**config.mk**
```make
export PLATFORM = sky130hd
export DESIGN_NAME = stall_ctrl_flat
export DESIGN_NICKNAME = d
export VERILOG_FILES = /design/src/rtl/stall_ctrl_if.sv /design/src/rtl/stall_ctrl.sv /design/src/flat_wrapper.sv
export SDC_FILE = /design/constraint.sdc
export NUM_CORES = 1
export LEC_CHECK = 0
export CAP_MARGIN = 20
export CORE_MARGIN = 2
export CORE_UTILIZATION = 53
export CTS_CLUSTER_DIAMETER = 50
export CTS_CLUSTER_SIZE = 40
export DETAILED_ROUTE_END_ITERATION = 10
export PLACE_DENSITY = 0.84
export RECOVER_POWER = 100
export SYNTH_ARGS = -nofsm -noshare
export SYNTH_HDL_FRONTEND = slang
export SYNTH_SLANG_ARGS = --single-unit
```
**constraint.sdc**
```tcl
create_clock -name clk -period 4.9 [get_ports clk]
set_clock_uncertainty 0.05 [all_clocks]
set_input_delay 0.98 -clock clk [delete_from_list [all_inputs] [get_ports clk]]
set_output_delay 0.98 -clock clk [all_outputs]
set_load 0.005 [all_outputs]
```
**src/rtl/stall_ctrl_if.sv**
```systemverilog
// Decode-side handshake between the decode stage and the pipeline stall controller.
// The decode stage drives the instruction and control inputs; the stall controller returns bubble and PC-hold controls.
interface stall_ctrl_if;
    logic       instr_valid;
    logic [6:0] opc;
    logic       hold_in;
    logic       flush_in;
    logic       stall_en;
    logic       pc_en;
    logic       busy;

    modport master (
        output instr_valid,
        output opc,
        output hold_in,
        output flush_in,
        input  stall_en,
        input  pc_en,
        input  busy
    );

    modport slave (
        input  instr_valid,
        input  opc,
        input  hold_in,
        input  flush_in,
        output stall_en,
        output pc_en,
        output busy
    );
endinterface

```
**src/rtl/stall_ctrl.sv**
```systemverilog
// Registered pipeline stall controller: bubble/PC-hold countdowns for control-transfer and load
// instructions, with external hold, flush abort and a saturating stall-cycle statistic.
module stall_ctrl #(
    parameter int CTRL_FLUSH = 3,
    parameter int CTRL_HOLD  = 2,
    parameter int LOAD_FLUSH = 1,
    parameter int LOAD_HOLD  = 1,
    parameter int CNT_W      = 2,
    parameter int STAT_W     = 16
) (
    input  logic              clk,
    input  logic              rst_n,
    stall_ctrl_if.slave       ctrl,
    input  logic              stat_clr,
    output logic [STAT_W-1:0] stall_cycles
);

    localparam logic [6:0] OPCODE_LOAD   = 7'b0000011;
    localparam logic [6:0] OPCODE_BRANCH = 7'b1100011;
    localparam logic [6:0] OPCODE_JALR   = 7'b1100111;
    localparam logic [6:0] OPCODE_JAL    = 7'b1101111;

    localparam logic [CNT_W-1:0]  CTRL_FLUSH_C = CNT_W'(CTRL_FLUSH);
    localparam logic [CNT_W-1:0]  CTRL_HOLD_C  = CNT_W'(CTRL_HOLD);
    localparam logic [CNT_W-1:0]  LOAD_FLUSH_C = CNT_W'(LOAD_FLUSH);
    localparam logic [CNT_W-1:0]  LOAD_HOLD_C  = CNT_W'(LOAD_HOLD);
    localparam logic [CNT_W-1:0]  CNT_ONE      = CNT_W'(1);
    localparam logic [STAT_W-1:0] STAT_ONE     = STAT_W'(1);
    localparam logic [STAT_W-1:0] STAT_MAX     = '1;

    logic [CNT_W-1:0]  nop_cnt_q, nop_cnt_d;
    logic [CNT_W-1:0]  hold_cnt_q, hold_cnt_d;
    logic [STAT_W-1:0] stall_cycles_q, stall_cycles_d;

    logic nop_zero;
    logic hold_zero;
    logic is_ctrl;
    logic is_load;
    logic accept;

    always_comb begin
        nop_zero  = (nop_cnt_q == '0);
        hold_zero = (hold_cnt_q == '0);
        is_ctrl   = (ctrl.opc == OPCODE_JAL) || (ctrl.opc == OPCODE_JALR) ||
                    (ctrl.opc == OPCODE_BRANCH);
        is_load   = (ctrl.opc == OPCODE_LOAD);
        // An opcode seen while a bubble is in flight belongs to a squashed slot.
        accept    = ctrl.instr_valid && !ctrl.hold_in && !ctrl.flush_in && nop_zero;
    end

    always_comb begin
        nop_cnt_d  = nop_cnt_q;
        hold_cnt_d = hold_cnt_q;
        if (ctrl.flush_in) begin
            nop_cnt_d  = '0;
            hold_cnt_d = '0;
        end else if (ctrl.hold_in) begin
            nop_cnt_d  = nop_cnt_q;
            hold_cnt_d = hold_cnt_q;
        end else if (accept && is_ctrl) begin
            nop_cnt_d  = CTRL_FLUSH_C;
            hold_cnt_d = CTRL_HOLD_C;
        end else if (accept && is_load) begin
            nop_cnt_d  = LOAD_FLUSH_C;
            hold_cnt_d = LOAD_HOLD_C;
        end else begin
            if (!nop_zero) begin
                nop_cnt_d = nop_cnt_q - CNT_ONE;
            end
            if (!hold_zero) begin
                hold_cnt_d = hold_cnt_q - CNT_ONE;
            end
        end
    end

    always_comb begin
        stall_cycles_d = stall_cycles_q;
        if (stat_clr) begin
            stall_cycles_d = '0;
        end else if (!nop_zero && (stall_cycles_q != STAT_MAX)) begin
            stall_cycles_d = stall_cycles_q + STAT_ONE;
        end
    end

    always_ff @(posedge clk or negedge rst_n) begin
        if (!rst_n) begin
            nop_cnt_q      <= '0;
            hold_cnt_q     <= '0;
            stall_cycles_q <= '0;
        end else begin
            nop_cnt_q      <= nop_cnt_d;
            hold_cnt_q     <= hold_cnt_d;
            stall_cycles_q <= stall_cycles_d;
        end
    end

    // pc_en is the only output with a combinational path, through hold_in.
    assign ctrl.stall_en = !nop_zero;
    assign ctrl.pc_en    = hold_zero && !ctrl.hold_in;
    assign ctrl.busy     = !nop_zero || !hold_zero;
    assign stall_cycles  = stall_cycles_q;

endmodule

```
**src/flat_wrapper.sv**
```systemverilog
// flat-port wrapper written by rule: the top's interface ports become plain ports
module stall_ctrl_flat 
#(
    parameter int CTRL_FLUSH = 3,
    parameter int CTRL_HOLD  = 2,
    parameter int LOAD_FLUSH = 1,
    parameter int LOAD_HOLD  = 1,
    parameter int CNT_W      = 2,
    parameter int STAT_W     = 16
)
  (clk, rst_n, stat_clr, stall_cycles, ctrl_instr_valid, ctrl_opc, ctrl_hold_in, ctrl_flush_in, ctrl_stall_en, ctrl_pc_en, ctrl_busy);
  stall_ctrl_if ctrl_i ();
  input  logic clk;
  input  logic rst_n;
  input  logic stat_clr;
  output logic [STAT_W-1:0] stall_cycles;
  input wire logic [$bits(ctrl_i.instr_valid)-1:0] ctrl_instr_valid;
  input wire logic [$bits(ctrl_i.opc)-1:0] ctrl_opc;
  input wire logic [$bits(ctrl_i.hold_in)-1:0] ctrl_hold_in;
  input wire logic [$bits(ctrl_i.flush_in)-1:0] ctrl_flush_in;
  output wire logic [$bits(ctrl_i.stall_en)-1:0] ctrl_stall_en;
  output wire logic [$bits(ctrl_i.pc_en)-1:0] ctrl_pc_en;
  output wire logic [$bits(ctrl_i.busy)-1:0] ctrl_busy;
  assign ctrl_i.instr_valid = ctrl_instr_valid;
  assign ctrl_i.opc = ctrl_opc;
  assign ctrl_i.hold_in = ctrl_hold_in;
  assign ctrl_i.flush_in = ctrl_flush_in;
  assign ctrl_stall_en = ctrl_i.stall_en;
  assign ctrl_pc_en = ctrl_i.pc_en;
  assign ctrl_busy = ctrl_i.busy;
  stall_ctrl #(.CTRL_FLUSH(CTRL_FLUSH), .CTRL_HOLD(CTRL_HOLD), .LOAD_FLUSH(LOAD_FLUSH), .LOAD_HOLD(LOAD_HOLD), .CNT_W(CNT_W), .STAT_W(STAT_W)) u_core (.clk(clk), .rst_n(rst_n), .ctrl(ctrl_i), .stat_clr(stat_clr), .stall_cycles(stall_cycles));
endmodule
```
### Yosys cells after proc, flatten, opt, wreduce, memory -nomap -nowiden

Cells that the tools add are included.

| word-level totals | value |
|---|---|
| flip-flop bits (word level) | 20 |
| word-level logic and storage cells | 45 |

| operators by class | value |
|---|---|
| $add $sub $neg | 3 |
| equality and inequality tests | 8 |
| muxes and demuxes | 12 |
| reduce and logical (&&, ||, !) cells | 19 |

Operator list:

| cell | number |
|---|---|
| two-way mux 16 bit | 2 |
| == test 7 bit, second input constant | 3 |
| two-way mux 2 bit | 10 |
| adder 16 x 1 -> 16 bit, second input constant | 1 |
| != test 16 bit, second input constant | 1 |
| != test 4 bit, second input constant | 2 |
| == test 7 x 2 -> 1 bit, second input constant | 1 |
| logical AND 1 bit | 7 |
| zero test 1 bit | 4 |
| zero test 2 bit | 2 |
| AND reduction 2 bit | 2 |
| subtractor 2 x 1 -> 2 bit, second input constant | 2 |
| logical OR 1 bit | 3 |
| != test 2 x 1 -> 1 bit, second input constant | 1 |
| nonzero test 2 bit | 1 |

### Depth between registers and ports, before layout

| logic depth | value |
|---|---|
| word-level depth | 9 |
| depth in mapped cells | 7 |
| mapped depth without buffers | 6 |

### Worst setup path after synthesis

OpenSTA, ideal clock, no wires.

| timing path | value |
|---|---|
| kind | input -> register |
| start | input port ctrl_opc[2] |
| end | register u_core.hold_cnt_q[1] |
| arrival time | 2.088 ns |
| setup slack | 2.638 ns |
| cell stages on the path | 4 |
| path buffers | 0 |
| path through | or4_1 > o31ai_1 > a21oi_1 > a211o_1 |

| between the ends | value |
|---|---|
| cells in the longest elaborated chain, start to end | 7 |
| elaborated cells between the ends (all ways) | 14 |
| classes of those cells | eq/ne: 5; mux: 4; reduce/logical: 5 |

Ends and longest elaborated chain:

| what | line | text |
|---|---|---|
| start: declaration | flat_wrapper.sv:18 | `input wire logic [$bits(ctrl_i.opc)-1:0] ctrl_opc;` |
| == test 7 bit | stall_ctrl.sv:44 | `is_ctrl = (ctrl.opc == OPCODE_JAL) \|\| (ctrl.opc == OPCODE_JALR) \|\|` |
| logical OR 1 bit (2 in series) | stall_ctrl.sv:44 |  |
| logical AND 1 bit | stall_ctrl.sv:60 | `end else if (accept && is_ctrl) begin` |
| two-way mux 2 bit | stall_ctrl.sv:60 |  |
| two-way mux 2 bit | stall_ctrl.sv:57 | `end else if (ctrl.hold_in) begin` |
| two-way mux 2 bit | stall_ctrl.sv:54 | `if (ctrl.flush_in) begin` |
| end signal: assignment | stall_ctrl.sv:92 | `hold_cnt_q <= hold_cnt_d;` |
| end: declaration | stall_ctrl.sv:32 | `logic [CNT_W-1:0] hold_cnt_q, hold_cnt_d;` |

Parallel ways exist; a longest one is shown, timed or not. The select of a mux whose other input is x is not followed.
A chain may end at the register's enable or synchronous reset.

### Worst setup path after layout

| timing path | value |
|---|---|
| start | input port ctrl_hold_in |
| end | output port ctrl_pc_en |

| between the ends | value |
|---|---|
| cells in the longest elaborated chain, start to end | 2 |

Ends and longest elaborated chain:

| what | line | text |
|---|---|---|
| start: declaration | flat_wrapper.sv:19 | `input wire logic [$bits(ctrl_i.hold_in)-1:0] ctrl_hold_in;` |
| zero test 1 bit | stall_ctrl.sv:99 | `assign ctrl.pc_en = hold_zero && !ctrl.hold_in;` |
| logical AND 1 bit | stall_ctrl.sv:99 |  |
| end: declaration | flat_wrapper.sv:22 | `output wire logic [$bits(ctrl_i.pc_en)-1:0] ctrl_pc_en;` |

Every way passes these cells.

==> results.json <==
{
  "synth_top_area_share_pct": 37.4,
  "min_to": "u_core.hold_cnt_q[1]$_DFFE_PN0P_",
  "drive_above_1_share_pct": 5.03,
  "htree_levels": 1,
  "dp_hpwl_um": 2370,
  "power_mw": 0.470,
  "cts_resized": 0,
  "dp.cells": 205,
  "worstHoldStart": "u_core.hold_cnt_q[1]$_DFFE_PN0P_",
  "grt_pass1_vias": 1196,
  "grtUsageTotal_pct": 24.1,
  "post_drt_wl_per_cell_um": 15.4,
  "tightest_slew_ns": 0.906,
  "dpl_cell_area_sq_um": 1660,
  "crit_fanout": 6,
  "syn_area_sq_um": 1340,
  "ys_types": 46,
  "hp-class": "flop to flop",
  "syn_to_final_growth_pct": 25.5,
  "clock-sinks": 20,
  "r2r_slack_ns": 2.63,
  "clk_pin_slew_worst_paths_ns": 0.11,
  "outcome": "completed",
  "startpoint": "ctrl_hold_in",
  "power_density_nw_per_um2": 280,
  "vias_per_cell": 6.18,
  "drtPass1Iterations": 4,
  "rsz0062_at_grt": "false",
  "drtIter0Drc": 31,
  "synth.most_common_cell": "dfrtp_1",
  "syn_area_per_cell_sq_um": 9.04,
  "synth_commonest_cells": "20 x dfrtp_1, 15 x nand2_1, 10 x a21oi_1, 10 x inv_1, 6 x or3_1",
  "p_leak_nw": 0.753,
  "clock_path_buffers": 2,
  "ys_top_cells_by_area": "dfrtp_1 37%, nand2_1 4.2%, a21oi_1 3.7%, ha_1 2.8%, inv_1 2.8%",
  "cp-end-kind": "output pin",
  "post_cts.repair.setup_buffers": 0,
  "syn-num-nets": 164,
  "drv_slew": 0,
  "maxCapViolations": 0,
  "path_class": "input port to output pin",
  "nets": 196,
  "core-area_sq_um": 2430,
  "hold_buffers": 0,
  "chipWidth_um": 54.2,
  "final_util_pct": 69.0,
  "cts_tree": "yes",
  "final_hold_viol_count": 0,
  "hold_path_depth": 1,
  "die_h_um": 54.2,
  "fin_cells": 209,
  "crit_arrival_ns": 2.24,
  "dieArea_sq_um": 2940,
  "numCtsBuffers": 3,
  "synth_top_cell_by_area": "dfrtp_1",
  "numPortBuffers": 31,
  "ys_ff_latch": 20,
  "ir_worst_vdd_mv": 0.228,
  "antenna_found_initial": 0,
  "seq_area_frac_synth_pct": 37.4,
  "grt_max_degree": 21,
  "ant_nets": 0,
  "clockRootBuffer": "clkbuf_4",
  "worst_slack_ns": 1.63,
  "clock.fmax_ghz": 0.306,
  "grt_first_pass_wirelength_um": 5200,
  "yosys_warnings": 0,
  "relSlewSlack_pct": 39.4,
  "period_minus_slack_ns": 3.27,
  "clkLatencyLatePin_ns": 0.31,
  "fp-row-count": 18,
  "routed_wl_um": 3210,
  "holdWs_ns": 0.483,
  "start_util_pct": 55.0,
  "critPathLaunchType": "input port",
  "ys.flop_type": "dfrtp_1",
  "n_antenna_cell": 0,
  "pin_count": 32,
  "post-place-ws_ns": 1.76,
  "setup_viol": 0,
  "netlist_instances": 148,
  "worstPathRequired_ns": 3.87,
  "overflow": 0,
  "fin_tns_setup_ns": 0,
  "reg2reg_depth": 6,
  "period_share_pct": 66.7,
  "async_reset_ff_share_pct": 100,
  "r2r-end": "u_core.hold_cnt_q[0]$_DFFE_PN0P_",
  "routed-via-count": 1291,
  "drc": 0,
  "synth_edf_count": 0,
  "crit-reg2reg-launch": "u_core.nop_cnt_q[0]$_DFFE_PN0P_",
  "routabilityCongestion": 0.800,
  "fin_area_sq_um": 1680,
  "fillers": 195
}
[metal layers]
metal / share of wire (%) / vias to the layer above / global-route usage, %
met3: 3.8 / 8 / 3.83
met2: 50 / 38 / 40.8
li1: - / 633 / -
met4: 1.8 / 0 / 10.0
met5: 0 / - / 0
met1: 44 / 612 / 30.6
[report_power, final]
part	total [mW]	switching (mW)	internal (mW)	leakage [nW]
combinational	0.172	0.0835	0.0888	0.457
clock	0.100	0.0546	0.0454	0.0210
sequential	0.198	0.0161	0.182	0.275
[critical path, stage by stage]
cell             delay, ns
dlygate4sd3_1         0.60
nor2b_1               0.14
clkdlybuf4s50_1       0.51
[layout by cell type (no fill, tap or decap), types with 5 or more instances in the layout]
master	netlist	layout
o21ai_0	3	5
nand2_1	15	15
clkdlybuf4s50_1	0	9
or4_1	4	5
and2_1	5	5
dlygate4sd3_1	0	22
o31ai_1	5	5
dfrtp_1	20	20
a21oi_1	10	10
inv_1	10	10
or3_1	6	6
nor3_1	4	5
[state kept, by name (all words and copies together), names as in the netlist]
name / count
u_core.hold_cnt_q: 2
u_core.nop_cnt_q: 2
u_core.stall_cycles: 16
[layout make-up]
class                   count  area, sq um  share of cell area [%]
flip-flops and latches     20          500                    29.8
inverters                  11         41.3                    2.46
repair buffers             31          310                    18.5
multi-input cells         113          753                    44.9
well taps                  30         37.5                    2.24
clock buffers               4         36.3                    2.16
[logic make-up after synthesis]
kind of cell    share of synthesized area (%)
buf+inv                                  5.14
simple gates                             30.5
flops                                    37.4
compound gates                           24.1
fa+ha+maj                                2.81
[worst max-delay path by stage]
stage,depth (start not counted),slack (ns),endpoint
after CTS,3,1.74,ctrl_pc_en
after floorplan,4,2.64,u_core.hold_cnt_q[1]$_DFFE_PN0P_
after global routing,3,1.59,ctrl_pc_en
after detailed placement,3,1.76,ctrl_pc_en
final,3,1.63,ctrl_pc_en
after global placement,3,1.79,ctrl_pc_en
No activity file was read; power rests on OpenSTA's default activity.
